--- config.mk ---
export PLATFORM = sky130hd
export DESIGN_NAME = adder_tree_feeder
export DESIGN_NICKNAME = d
export VERILOG_FILES = /design/src/rtl/adder_tree_pkg.sv /design/src/rtl/adder_tree_lane_bank.sv /design/src/rtl/adder_tree_feeder.sv
export SDC_FILE = /design/constraint.sdc
export NUM_CORES = 1
export LEC_CHECK = 0
export ABC_AREA = 1
export BUFFER_PORTS_ARGS = -buffer_cell sky130_fd_sc_hd__buf_2
export CAP_MARGIN = 20
export CELL_PAD_IN_SITES_DETAIL_PLACEMENT = 1
export CELL_PAD_IN_SITES_GLOBAL_PLACEMENT = 1
export CORE_AREA = 2 2 282 284
export DETAILED_ROUTE_END_ITERATION = 8
export DIE_AREA = 0 0 284 286
export GPL_ROUTABILITY_DRIVEN = 0
export PLACE_DENSITY = 0.66
export RECOVER_POWER = 25
export SETUP_SLACK_MARGIN = 0.4
export SYNTH_ARGS = -nofsm -noshare
export SYNTH_HDL_FRONTEND = slang
export SYNTH_SLANG_ARGS = --single-unit
--- constraint.sdc ---
create_clock -name clk -period 5.3 [get_ports clk]
set_input_delay 1.06 -clock clk [delete_from_list [all_inputs] [get_ports clk]]
set_output_delay 1.06 -clock clk [all_outputs]
set_load 0.02 [all_outputs]
--- src/rtl/adder_tree_pkg.sv ---
// rtl/adder_tree_pkg.sv - shared constants, state enum and index/count types for the adder tree feeder
package adder_tree_pkg;

   localparam int ADDER_WIDTH  = 64;
   localparam int LANES        = 8;
   localparam int TREE_LATENCY = 2;

   // Wide enough to hold 0..TREE_LATENCY
   localparam int WCNT_W = 2;

   typedef enum logic [1:0] {
      FILL = 2'd0,
      WAIT = 2'd1,
      HOLD = 2'd2
   } feeder_state_e;

   typedef logic [2:0]        lane_idx_t;
   typedef logic [3:0]        count_t;
   typedef logic [WCNT_W-1:0] wcnt_t;

   localparam lane_idx_t LAST_LANE    = lane_idx_t'(LANES - 1);
   localparam wcnt_t     WCNT_EXPIRED = wcnt_t'(TREE_LATENCY);

   // Number of real operands in a group that closed on lane idx
   function automatic count_t idx_to_count(lane_idx_t idx);
      return {1'b0, idx} + count_t'(1);
   endfunction

endpackage

--- src/rtl/adder_tree_lane_bank.sv ---
// rtl/adder_tree_lane_bank.sv - LANES x WIDTH operand registers with indexed write and zero padding
module adder_tree_lane_bank
   import adder_tree_pkg::*;
#(
   parameter int WIDTH = ADDER_WIDTH
) (
   input  logic                   clk,
   input  logic                   clr_i,
   input  logic                   wr_en_i,
   input  lane_idx_t              wr_idx_i,
   input  logic [WIDTH-1:0]       wr_data_i,
   input  logic                   pad_i,
   output logic [LANES*WIDTH-1:0] lanes_o
);

   logic [WIDTH-1:0] lane_q [LANES];

   // Write the addressed lane; on a padded close also zero every lane above it
   always_ff @(posedge clk) begin
      if (clr_i) begin
         for (int k = 0; k < LANES; k++) begin
            lane_q[k] <= '0;
         end
      end else if (wr_en_i) begin
         for (int k = 0; k < LANES; k++) begin
            if (k == int'(wr_idx_i)) begin
               lane_q[k] <= wr_data_i;
            end else if (pad_i && (k > int'(wr_idx_i))) begin
               lane_q[k] <= '0;
            end
         end
      end
   end

   // Flatten the bank onto the tree operand bus, lane k at [k*WIDTH +: WIDTH]
   for (genvar g = 0; g < LANES; g++) begin : g_flat
      assign lanes_o[g*WIDTH +: WIDTH] = lane_q[g];
   end

endmodule

--- src/rtl/adder_tree_feeder.sv ---
// rtl/adder_tree_feeder.sv - packs a serial operand stream into tree lanes and returns the tree sum
module adder_tree_feeder
   import adder_tree_pkg::*;
#(
   parameter int WIDTH = ADDER_WIDTH
) (
   input  logic                   clk,
   input  logic                   rst,
   input  logic                   in_valid,
   output logic                   in_ready,
   input  logic [WIDTH-1:0]       in_data,
   input  logic                   in_last,
   output logic [LANES*WIDTH-1:0] lanes_o,
   input  logic [WIDTH:0]         sum_i,
   output logic                   result_valid,
   input  logic                   result_ready,
   output logic [WIDTH:0]         result_data,
   output logic [3:0]             result_count
);

   feeder_state_e  state_q;
   lane_idx_t      idx_q;
   count_t         count_q;
   wcnt_t          wcnt_q;
   logic           result_valid_q;
   logic [WIDTH:0] result_data_q;
   count_t         result_count_q;

   logic accept;
   logic close;

   // Ready depends on state only; held low through reset so no word is taken mid-reset
   assign in_ready = (state_q == FILL) && !rst;
   assign accept   = in_valid && in_ready;
   assign close    = in_last || (idx_q == LAST_LANE);

   adder_tree_lane_bank #(
      .WIDTH (WIDTH)
   ) u_lane_bank (
      .clk       (clk),
      .clr_i     (rst),
      .wr_en_i   (accept),
      .wr_idx_i  (idx_q),
      .wr_data_i (in_data),
      .pad_i     (in_last),
      .lanes_o   (lanes_o)
   );

   // Sequencing FSM: fill lanes, wait out the tree pipeline, hold the captured sum
   always_ff @(posedge clk) begin
      if (rst) begin
         state_q        <= FILL;
         idx_q          <= '0;
         count_q        <= '0;
         wcnt_q         <= '0;
         result_valid_q <= 1'b0;
         result_data_q  <= '0;
         result_count_q <= '0;
      end else begin
         case (state_q)
            FILL: begin
               if (accept) begin
                  if (close) begin
                     count_q <= idx_to_count(idx_q);
                     wcnt_q  <= '0;
                     state_q <= WAIT;
                  end else begin
                     idx_q <= idx_q + lane_idx_t'(1);
                  end
               end
            end
            WAIT: begin
               if (wcnt_q == WCNT_EXPIRED) begin
                  result_data_q  <= sum_i;
                  result_count_q <= count_q;
                  result_valid_q <= 1'b1;
                  state_q        <= HOLD;
               end else begin
                  wcnt_q <= wcnt_q + wcnt_t'(1);
               end
            end
            HOLD: begin
               if (result_ready) begin
                  result_valid_q <= 1'b0;
                  idx_q          <= '0;
                  state_q        <= FILL;
               end
            end
            default: begin
               state_q <= FILL;
               idx_q   <= '0;
            end
         endcase
      end
   end

   assign result_valid = result_valid_q;
   assign result_data  = result_data_q;
   assign result_count = result_count_q;

endmodule

After elaboration in Yosys (flattened, before gate mapping):

Memory sizes are Yosys's and may differ from the RTL's.
Index checks and enable logic that the tools add are counted.

* register bits: 81
* latch bits: 0
* bits in writable memories: 512
* bits in read-only memories: 0
* input port bits: 134
* output and inout port bits: 583
* logic and storage cells: 172
* memories kept: 1

* add/sub/neg operators: 3
* multiply operators: 0
* div/mod/pow operators: 0
* $lt $le $gt $ge: 7
* eq/ne operators: 17
* shift-type cells: 0
* multiplexer cells: 100
* bitwise gates (word level): 16
* reductions and logical operators: 21

Memory list
* u_lane_bank.lane_q: depth 8, bits a word 64, read ports 8, clocked after memory_dff 0, wr ports 8, RTL line adder_tree_lane_bank.sv:16 `logic [WIDTH-1:0] lane_q [LANES];`

Operators with widths (number)
* $mux 64: 15
* $mux 1: 71
* $or 1x1->1: 15
* $mux 2: 7
* $eq 3x3->1 const A: 4
* $gt 3x3->1 const A: 4
* $ne 2x2->1 const B: 6
* $reduce_and 4->1: 3
* $logic_and 1x1->1: 9
* $mux 3: 3
* $pmux 3 s3: 1
* $eq 2x3->1 const A: 2
* $gt 2x3->1 const A: 2
* $pmux 2 s3: 1
* $reduce_and 3->1: 2
* $add 3x1->4 const B: 1
* $eq 2x2->1 const B: 2
* $pmux 2 s2: 1
* $reduce_bool 2->1: 2
* $add 3x1->3 const B: 1
* $eq 1x3->1 const A: 1
* $eq 3x3->1 const B: 1
* $gt 1x3->1 const A: 1
* $logic_not 3->1: 1
* other kinds (8): 8

Logic depth before layout (Yosys ltp):

* word-level depth: 8
* mapped depth: 10
* mapped depth without buffers: 10

Hierarchy:

Synthesis repeated with hierarchy kept, for this count alone.

* cells, all modules: 1596
* area total of the unflattened synthesis: 21344.2 µm²

Modules (own cells, without submodules)
* adder_tree_lane_bank: times used 1, cells an instance 1205, area each 18267.5 µm², sequential area each 15374.7 µm²
* adder_tree_feeder: times used 1, cells an instance 391, area each 3076.7 µm², sequential area each 1621.6 µm²

Least setup slack after synthesis:

No wires, ideal clock.

* path kind: input to register
* start: in in_last
* end: mem u_lane_bank.lane_q[0][128] (netlist name), enable pin
* setup time: 0.503 ns
* arrival time: 4.400 ns
* required time: 4.797 ns
* path slack: 0.397 ns
* stages on the path: 4
* buffers on the path: 0
* cells stage by stage: inv_1 > nor2_1 > o21ai_0 > o211ai_1

RTL lines
* from (decl): RTL line adder_tree_feeder.sv:12 `input logic in_last,`
* to (decl): RTL line adder_tree_lane_bank.sv:16

Final worst setup path:

* start: reg wcnt_q[0]
* end: reg result_data_q[40] (netlist: result_data[40])

* word-level cells in the longest chain between the ends: 2

Ends and longest elaborated chain
* from (decl): RTL line adder_tree_feeder.sv:24 `wcnt_t wcnt_q;`
* from (signal assigned): RTL line adder_tree_feeder.sv:79 `wcnt_q <= wcnt_q + wcnt_t'(1);`
* $eq 2x2->1: RTL line adder_tree_feeder.sv:73 `if (wcnt_q == WCNT_EXPIRED) begin`
* $reduce_and 2->1 (no line)
* to (signal assigned): RTL line adder_tree_feeder.sv:74 `result_data_q <= sum_i;`
* to (decl): RTL line adder_tree_feeder.sv:26 `logic [WIDTH:0] result_data_q;`

No other way between the ends.
A chain may end at the register's enable or synchronous reset.

==> flow_summary.yaml <==
power:
  swShare: 0.265
  clock_power_share: 0.404
  power_density_nw_per_um2: 404
  p_comb_frac: 0.104
  switching_power_uw: 2960
  seq_power_share: 0.493
  power.leakage_uw: 0.0109
  p_int_uw: 8190
  ir_worst_vdd_uv: 202
sta:
  drv_slew: 72
  rsz0062_at_grt: "false"
  clock-skew-final_ns: 0.0346
  timing_hold_violations_final: 0
  fmax_mhz: 256
  min_period_over_period: 0.737
  final-setup-viol-count: 0
  worst_slew_pin_slew_ns: 3.17
  fin_setup_tns_ns: 0
  max_slew_margin: -1.11
  min_period_ns: 3.91
  fin_ws_ns: 1.39
synthesis:
  ys_warn_count: 0
  synth-edff-count: 512
  async_flop_share: 0
  mappedNetlistArea_um2: 21200
  synth_cell_types: 25
  syn_nets: 1716
  syn_avg_cell_area_um2: 13.4
  seq_area_frac_synth: 0.803
  synth_flop_cell: "edfxtp_1"
  postSynthCellCount: 1575
  synth_seq_cells: 593
setup_path:
  rr_endpoint: "result_data[40]$_SDFFE_PP0P_"
  critPathCaptureType: "flip-flop"
  path_max_fanout: 71
  cp_data_required_time_ns: 5.80
  cp-startpoint: "wcnt_q[0]$_SDFFE_PP0P_"
  cp-start-kind: "flip-flop"
  timing.rr.start: "wcnt_q[0]$_SDFFE_PP0P_"
  critPathTopFamily: "buffers and inverters"
  critPathKind: "reg -> reg"
  critical_path_arrival_ns: 4.41
  cp_slowest_cell: "clkbuf_1"
  crit_buf_inv: 3
  critPathMaxStageDelay_ns: 2.24
  crit_top_cell: "nand2_1"
  crit_chain: "inv_1, ha_2, buf_4, nand2_1, clkbuf_1, nand2_1, a21oi_1"
  ff2ff_path_depth: 7
  regToRegSetupSlack_ns: 1.39
floorplanning:
  chipWidth_um: 284
  die_y_um: 286
  row_count: 103
  fp.dieArea_um2: 81200
  core-area_um2: 78400
  initial_utilization: 0.270
  ios: 717
cells_and_area:
  finalNonFillerCells: 3399
  drive_gt1_frac: 0.192
  fin_area_um2: 27600
  syn_to_final_growth_pct: 30.2
  final_common_cell: "nor2_1"
  nNetsFinal: 2438
  final_cell_mix: "nor2_1, edfxtp_1, clkbuf_1"
place:
  dp_cells: 3275
  dpl_cell_area_um2: 25900
  dp_slack_ns: 1.33
  hpwl_mm: 52.4
  io_buffers: 716
run_status:
  outcome: "finished, violations left"
  violations: "capacitance limit, slew limit"
clock_network:
  clock_sinks: 593
  cts_hold_buffers: 0
  clk_latency_ns: 0.61
  cts.clk_slew.worst_paths_ns: 0.06
  htree_num_levels: 3
  postCtsSetupRepairBufs: 0
  clockBufferDepth: 3
  cts_root_buf: "clkbuf_16"
  post_cts_resized: 0
  cts_buffers: 68
  tritoncts: "yes"
routing:
  avgRoutedWirePerCell_um: 22.7
  drt-initial-drc-count: 1198
  drc_errors: 0
  ant_nets: 0
  via_per_inst: 4.48
  dr_total_vias: 15200
  routed_wl_mm: 77.1
  firstDrtPassIters: 5
global_route:
  grt_max_degree: 74
  antenna_found_initial: 2
  grt_pass1_wl_mm: 110
  grt_pass1_vias: 16000
  overflow: 0
  grt.total_usage: 0.184
min_path:
  whs_path_depth: 2
  hold_end: "result_data[58]$_SDFFE_PP0P_"
  hp-class: "reg -> reg"
  min_from: "result_data[58]$_SDFFE_PP0P_"
run:
  max_cap_viol_count: 1
worst reg2reg max path: cells and delay by family, from the launching register on:
| family | cells | cell delay (ns) |
|---|---|---|
| buffers and inverters | 3 | 2.64 |
| AND/OR/NAND/NOR | 2 | 0.39 |
| flip-flops | 1 | 0.33 |
| AO/OA/AOI/OAI | 1 | 0.25 |
| adder cells (fa/ha/maj) | 1 | 0.23 |
logic make-up after synthesis:
group | Yosys count | share of synthesized area
adders and majority gates | 7 | 0.00414
DFF | 593 | 0.803
and+or+nand+nor | 716 | 0.133
buffers and inverters | 170 | 0.0382
AOI/OAI and AO/OA | 89 | 0.0218
worst max path at each step:
stage / cells after the start / end
2_1_floorplan: 3 / u_lane_bank.lane_q[0][100]$_SDFFCE_PP0P_
3_5_place_dp: 9 / u_lane_bank.lane_q[0][163]$_SDFFCE_PP0P_
4_1_cts: 9 / u_lane_bank.lane_q[0][163]$_SDFFCE_PP0P_
5_1_grt: 7 / result_data[39]$_SDFFE_PP0P_
6_report: 7 / result_data[40]$_SDFFE_PP0P_
3_3_place_gp: 9 / u_lane_bank.lane_q[0][168]$_SDFFCE_PP0P_
cell usage after synthesis, types with 7 or more instances:
| library cell | count | area share |
|---|---|---|
| clkbuf_1 | 31 | 0.0055 |
| ha_1 | 7 | 0.0041 |
| edfxtp_1 | 512 | 0.73 |
| nand2_1 | 91 | 0.016 |
| o21ai_0 | 7 | 0.0017 |
| nor2_1 | 531 | 0.094 |
| buf_2 | 41 | 0.0097 |
| a21oi_1 | 75 | 0.018 |
| buf_6 | 16 | 0.0085 |
| dfxtp_1 | 81 | 0.077 |
| nand3_1 | 86 | 0.020 |
| inv_1 | 80 | 0.014 |
state kept, by name, indices dropped and copies added (netlist names):
| signal | count |
|---|---|
| count_q | 4 |
| idx_q | 3 |
| result_count | 4 |
| result_data | 65 |
| result_valid | 1 |
| state_q | 2 |
| u_lane_bank.lane_q | 512 |
| wcnt_q | 2 |
metal layers:
layer  part of all wire  wire, um  up-vias  global-route usage
met2               0.49     37900      678               0.316
met5                  0         0        -                   0
met3              0.085      6550      153              0.0599
li1                   -         -     6801                   -
met1               0.38     29700     7605               0.211
met4              0.039      3000        0              0.0733
through the flow:
| step | util | hold slack [ns] | power [uW] |
|---|---|---|---|
| after floorplan | - | 0.452 | 6210 |
| after global placement | 0.330 | 0.446 | 6750 |
| after detailed placement | 0.331 | 0.456 | 6800 |
| after CTS | 0.358 | 0.465 | 11300 |
| after global routing | 0.352 | 0.479 | 11500 |
| final | 0.352 | 0.463 | 11100 |
power by group through the flow:
stage / clock network, uW / registers [uW] / logic, uW
after floorplan: 0 / 5940 / 268
after CTS: 4620 / 5490 / 1220
after global routing: 4780 / 5510 / 1230
after detailed placement: 0 / 5580 / 1220
final: 4500 / 5490 / 1150
after global placement: 0 / 5570 / 1180
final cells by class:
type	instances	area (um2)
tap	1050	1310
antenna	1	2.50
timing repair buffer	740	3340
clock inverter	29	277
sequential	593	17000
clock buffer	92	1840
multi-input combinational	812	3500
inverter	82	308
fill	8884	50800
Power figures use the tool's default switching activity.
